`src/rtl/counter_pkg.sv`:
```
// Shared definitions for the modulo-N up/down counter family.
// Direction encodings and the terminal-count predicate used by the datapath and its checkers.
package counter_pkg;

   localparam logic CNT_UP = 1'b1;
   localparam logic CNT_DN = 1'b0;

   // 32-bit compare so MODULUS == 2**WIDTH never overflows the count width
   function automatic logic f_is_terminal(input int unsigned count,
                                          input logic        dir,
                                          input int unsigned modulus);
      return (dir == CNT_UP) ? (count == modulus - 1) : (count == 0);
   endfunction

endpackage

```
`src/rtl/counter_modn_next.sv`:
```
// Next-count and wrap flag for a modulo-N up/down counter; purely combinational.
// Zero latency; no flow control.
module counter_modn_next
   import counter_pkg::*;
#(
   parameter int WIDTH   = 4,
   parameter int MODULUS = 10
) (
   input  logic [WIDTH-1:0] count,
   input  logic             dir,
   input  logic             enable,
   output logic [WIDTH-1:0] next_count,
   output logic             wrap
);

   localparam logic [WIDTH-1:0] MAX_VAL = WIDTH'(MODULUS - 1);
   localparam logic [WIDTH-1:0] ONE     = WIDTH'(1);

   logic at_term;

   assign at_term = f_is_terminal(32'(count), dir, MODULUS);

   always_comb begin
      next_count = count;
      wrap       = 1'b0;
      if (enable) begin
         wrap = at_term;
         if (dir == CNT_UP) begin
            next_count = at_term ? '0 : count + ONE;
         end else begin
            next_count = at_term ? MAX_VAL : count - ONE;
         end
      end
   end

endmodule

```
`src/rtl/counter_modn_updown.sv`:
```
// Modulo-N up/down counter with clear, load, cascade terminal count and wrap/overflow status.
// Count, wrap and load-error update 1 cycle after the causing edge; tc_out is combinational.
module counter_modn_updown
   import counter_pkg::*;
#(
   parameter int WIDTH     = 4,
   parameter int MODULUS   = 10,
   parameter int RESET_VAL = 0
) (
   input  logic             clk_in,
   input  logic             reset_in,
   input  logic             enable_in,
   input  logic             up_dn_in,
   input  logic             clear_in,
   input  logic             load_in,
   input  logic [WIDTH-1:0] load_val_in,
   output logic [WIDTH-1:0] count_out,
   output logic             tc_out,
   output logic             wrap_out,
   output logic             ovf_sticky_out,
   output logic             load_err_out
);

   if (MODULUS < 2 || MODULUS > (1 << WIDTH) || RESET_VAL < 0 || RESET_VAL >= MODULUS) begin : g_param_err
      $error("counter_modn_updown: MODULUS or RESET_VAL out of range");
   end

   logic [WIDTH-1:0] count_q;
   logic [WIDTH-1:0] next_count;
   logic             wrap_nxt;
   logic             wrap_q;
   logic             ovf_q;
   logic             load_err_q;
   logic             load_ok;

   assign load_ok = (32'(load_val_in) < 32'(MODULUS));

   counter_modn_next #(
      .WIDTH   (WIDTH),
      .MODULUS (MODULUS)
   ) u_next (
      .count      (count_q),
      .dir        (up_dn_in),
      .enable     (enable_in),
      .next_count (next_count),
      .wrap       (wrap_nxt)
   );

   // Priority: clear > load > count > hold
   always_ff @(posedge clk_in or negedge reset_in) begin
      if (!reset_in) begin
         count_q    <= WIDTH'(RESET_VAL);
         wrap_q     <= 1'b0;
         ovf_q      <= 1'b0;
         load_err_q <= 1'b0;
      end else begin
         wrap_q     <= 1'b0;
         load_err_q <= 1'b0;
         if (clear_in) begin
            count_q <= '0;
            ovf_q   <= 1'b0;
         end else if (load_in) begin
            if (load_ok) begin
               count_q <= load_val_in;
            end else begin
               load_err_q <= 1'b1;
            end
         end else if (enable_in) begin
            count_q <= next_count;
            if (wrap_nxt) begin
               wrap_q <= 1'b1;
               ovf_q  <= 1'b1;
            end
         end
      end
   end

   // Same-cycle carry/borrow so a chained stage sees its enable without ripple delay
   assign tc_out = enable_in & ~clear_in & ~load_in & f_is_terminal(32'(count_q), up_dn_in, MODULUS);

   assign count_out      = count_q;
   assign wrap_out       = wrap_q;
   assign ovf_sticky_out = ovf_q;
   assign load_err_out   = load_err_q;

endmodule

```
`config.mk`:
```
export PLATFORM = sky130hd
export DESIGN_NAME = counter_modn_updown
export DESIGN_NICKNAME = d
export VERILOG_FILES = /design/src/rtl/counter_pkg.sv /design/src/rtl/counter_modn_next.sv /design/src/rtl/counter_modn_updown.sv
export SDC_FILE = /design/constraint.sdc
export NUM_CORES = 1
export LEC_CHECK = 0
export CORE_UTILIZATION = 41
export CTS_BUF_LIST = sky130_fd_sc_hd__clkbuf_4 sky130_fd_sc_hd__clkbuf_8 sky130_fd_sc_hd__clkbuf_16
export CTS_CLUSTER_SIZE = 16
export DETAILED_ROUTE_END_ITERATION = 8
export GPL_ROUTABILITY_DRIVEN = 1
export PLACE_DENSITY = 0.74
export SLEW_MARGIN = 10
export SYNTH_ARGS = -nofsm -noshare
export SYNTH_HDL_FRONTEND = slang
export SYNTH_SLANG_ARGS = --single-unit
```
`constraint.sdc`:
```
create_clock -name clk_in -period 1.58 [get_ports clk_in]
set_input_delay 0.237 -clock clk_in [delete_from_list [all_inputs] [get_ports clk_in]]
set_output_delay 0.237 -clock clk_in [all_outputs]
set_load 0.1 [all_outputs]
```
==> PnR_summary.wiki <==
{| class="wikitable"
! Metric !! Value
|-
| Number of cell rows || 13
|-
| CTS max path bufs || 2
|-
| Die Span Y || 41.0 um
|-
| Combinational family with the most area after synthesis || simple AND/OR/NAND/NOR gates
|-
| Wire length of the first global-routing pass || 3150 um
|-
| Final Routed Wirelength || 2230 um
|-
| Area of the placeable core || 0.00135 sq mm
|-
| Post-synthesis compound-gate area fraction || 24.7%
|-
| Cell accounting for the most synthesized area || sky130_fd_sc_hd__dfrtp_1
|-
| Count of boundary I/O pins || 18
|-
| Number of global-route vias before repair || 664
|-
| Initial cell density of the core || 46.2%
|-
| Setup crit end kind || primary output
|-
| CTS Hold Bufs || 0
|-
| Highest ir drop seen on vdd || 0.415 mV
|-
| Predominant post-synthesis flop cell || sky130_fd_sc_hd__dfrtp_1
|-
| Ratio of cells with drive above 1 in the final layout || 58.7%
|-
| Hold violation count in the final report || 0
|-
| XOR/XNOR Fraction of Synth Area || 0%
|-
| Pwr dens || 767 mW/mm^2
|-
| Root buf cell || sky130_fd_sc_hd__clkbuf_4
|-
| Async set-reset flop share out of synthesis || 100%
|-
| Number of synthesized flops with an enable pin || 0
|-
| Data required time of the worst path || 1.34 ns
|-
| Worst Setup Start Kind || register
|-
| Final period util || 121%
|-
| Clock-pin slew on the worst setup and hold paths || 0.06 ns
|-
| Ratio of routed vias to standard cells || 5.90
|-
| Critical Setup Path Class || register to primary output
|-
| CP max FO || 2
|-
| Biggest area contributors in the synthesized netlist || sky130_fd_sc_hd__dfrtp_1 28%, sky130_fd_sc_hd__ha_1 6.0%, sky130_fd_sc_hd__nor3b_2 4.0%, sky130_fd_sc_hd__buf_6 3.6%, sky130_fd_sc_hd__nand2_1 3.6%
|-
| Final net count || 123
|-
| Time the final worst path needs with I/O delays and setup || 1.92 ns
|-
| Slew Limit Fails || 0
|-
| IO Port Bufs || 17
|-
| Clock buffers created by TritonCTS || 3
|-
| Synth Register Bits || 7
|-
| Number of optimization iterations in the first detailed-route pass || 4
|-
| Clock latency on the worst-skew pair || 0.25 ns
|-
| Worst-Margin Slew || 0.340 ns
|-
| Final setup vio count || 4
|-
| Highest-utilization routing layer at the global route stage || met2
|-
| Unrepaired setup endpoints after global routing || yes
|-
| Overall die area || 0.00168 sq mm
|-
| First DRT Iteration DRCs || 31
|-
| Clk sink count || 7
|-
| Outcome || complete, but fails checks
|-
| Post-Syn Area per Cell || 8.90 sq um
|-
| H-tree depth reported by CTS || 1
|-
| Average wire per cell in the routed design || 18.0 um
|-
| Arrival @ worst endpoint || 1.68 ns
|-
| Simple-gate share of the synthesized area || 29.9%
|-
| Detailed placer's ending HPWL || 1390 um
|-
| Area of placed instances || 0.00104 sq mm
|-
| Count of inserted antenna diode cells || 0
|-
| Layout Area Growth over Synthesis || 94.4%
|-
| Most common library cell in the layout ignoring fill and taps || sky130_fd_sc_hd__buf_4
|-
| Maximum clock skew at final layout || 0.00487 ns
|-
| Setup WS post-layout || -0.340 ns
|-
| Global-route track usage on met1 || 37.8%
|-
| Static Leakage || 0.491 nW
|-
| Routed via count || 732
|-
| Placement Setup Slack || -0.181 ns
|-
| Fraction of synthesized area in multiplexers || 1.81%
|-
| Overall Global Routing Usage || 29.3%
|-
| Number of antenna violations at the first check in global routing || 0
|-
| Fraction of post-synthesis cell area in the top cell type by area || 28.1%
|-
| Synthesized instance count || 70
|-
| Commonest cells after routing, fill and taps aside || 20 x sky130_fd_sc_hd__buf_4, 9 x sky130_fd_sc_hd__clkdlybuf4s50_1, 8 x sky130_fd_sc_hd__buf_12
|-
| Grt met3 use || 4.35%
|-
| Nets in the synthesized netlist || 83
|-
| Slew HR || 77.3%
|-
| Hold Crit Class || input pin to async pin
|-
| Number of warning messages in the yosys log || 0
|-
| MaxCap Viol Count || 0
|-
| Register area share after synthesis || 28.1%
|-
| Overflow left after global routing || 0
|-
| CTS tree || yes
|-
| Number of distinct standard cells referenced by the synthesized netlist || 39
|-
| Maximum clock frequency || 521 MHz
|-
| Netlist area before placement || 623 sq um
|-
| RePlAce Congestion || 0.936
|-
| Adder and majority gate portion of the synthesized area || 6.02%
|-
| Die Width || 41.0 um
|-
| Count of unresolved DRC violations after routing || 0
|-
| Failing checks || negative setup slack
|-
| Maximum number of pins on one net before global-route repair || 11
|-
| Finished Cell Area || 0.00121 sq mm
|-
| Met2 layer usage reported by global route || 48.8%
|-
| Count of nets left with antenna violations after detail routing || 0
|}
[cells in the mapped netlist (all sizes together) (2+ instances only)]
library cell and number:
dfrtp 7, nand2 6, o21ai 6, inv 5
a21oi 4, buf 4, ha 3, nor2b 3
nor3 3, a22oi 2, a31oi 2, and2b 2
nor3b 2, nor4 2, or2 2
[what timing repair did]
item / 4_1_cts / 5_1_grt
resized for setup: 14 / 8
setup endpoints to repair: 4 / 5
setup buffers: 4 / 0
pin swaps: 6 / 8
[final cells by class]
type / count / area [sq um]
clock buffers: 4 / 30.0
inverters: 5 / 21.3
fillers: 60 / 139
well taps: 15 / 18.8
repair buffers: 40 / 438
multi-input cells: 53 / 515
flip-flops and latches: 7 / 188
[worst max-delay path: stages (launching register included)]
cell and delay (ns):
sky130_fd_sc_hd__dfrtp_4 0.50, sky130_fd_sc_hd__inv_4 0.08, sky130_fd_sc_hd__ha_4 0.13, sky130_fd_sc_hd__nor3b_4 0.17
sky130_fd_sc_hd__a31oi_2 0.09, sky130_fd_sc_hd__nor4_4 0.24, sky130_fd_sc_hd__buf_12 0.22
[sequential cells by signal, indices dropped and copies added (netlist names)]
signal          cells
count_out           4
ovf_sticky_out      1
wrap_out            1
load_err_out        1
[worst paths after layout]
| path | cells after the start | slack, ns | to | start |
|---|---|---|---|---|
| setup / recovery | 6 | -0.34 | tc_out | count_out[1]$_DFFE_PN0P_ |
| setup reg to reg | 7 | -0.17 | count_out[3]$_DFFE_PN0P_ | count_out[1]$_DFFE_PN0P_ |
| max in group asynchronous | 1 | 1.07 | count_out[3]$_DFFE_PN0P_ | reset_in |
| min in group clk_in | 3 | 0.67 | ovf_sticky_out$_DFFE_PN0P_ | ovf_sticky_out$_DFFE_PN0P_ |
| hold reg to reg | 3 | 0.67 | ovf_sticky_out$_DFFE_PN0P_ | ovf_sticky_out$_DFFE_PN0P_ |
| hold / removal | 1 | 0.24 | count_out[0]$_DFFE_PN0P_ | reset_in |
[power by group]
part           internal (W)  switching (W)
combinational      0.000237       0.000278
clock              0.000114      0.0000715
sequential         0.000199      0.0000294
[through the flow]
| step | total power, W | utilization [%] | cells | hold WS [ns] | setup TNS (ns) |
|---|---|---|---|---|---|
| 6_report | 0.000929 | 89.7 | 124 | 0.243 | -0.725 |
| 3_3_place_gp | 0.000645 | 77.3 | 116 | 0.504 | -0.441 |
| 5_1_grt | 0.000961 | 89.7 | 124 | 0.267 | -0.904 |
| 3_5_place_dp | 0.000655 | 77.3 | 116 | 0.513 | -0.695 |
| 4_1_cts | 0.000890 | 87.2 | 124 | 0.252 | -0.521 |
| 2_1_floorplan | 0.000481 | - | 70 | -0.0586 | -1.07 |
[layer usage]
layer | vias to the layer above | wire [um]
met4 | 0 | 88
met3 | 10 | 161
met2 | 43 | 1090
met5 | - | 0
li1 | 335 | -
met1 | 344 | 892
[cells by family after synthesis]
kind of cell / after synthesis
DFF: 7
muxes: 1
adders and majority gates: 3
and+or+nand+nor: 28
buffers and inverters: 10
AOI/OAI and AO/OA: 21
Note: power is estimated with default switching activity, not from simulation.
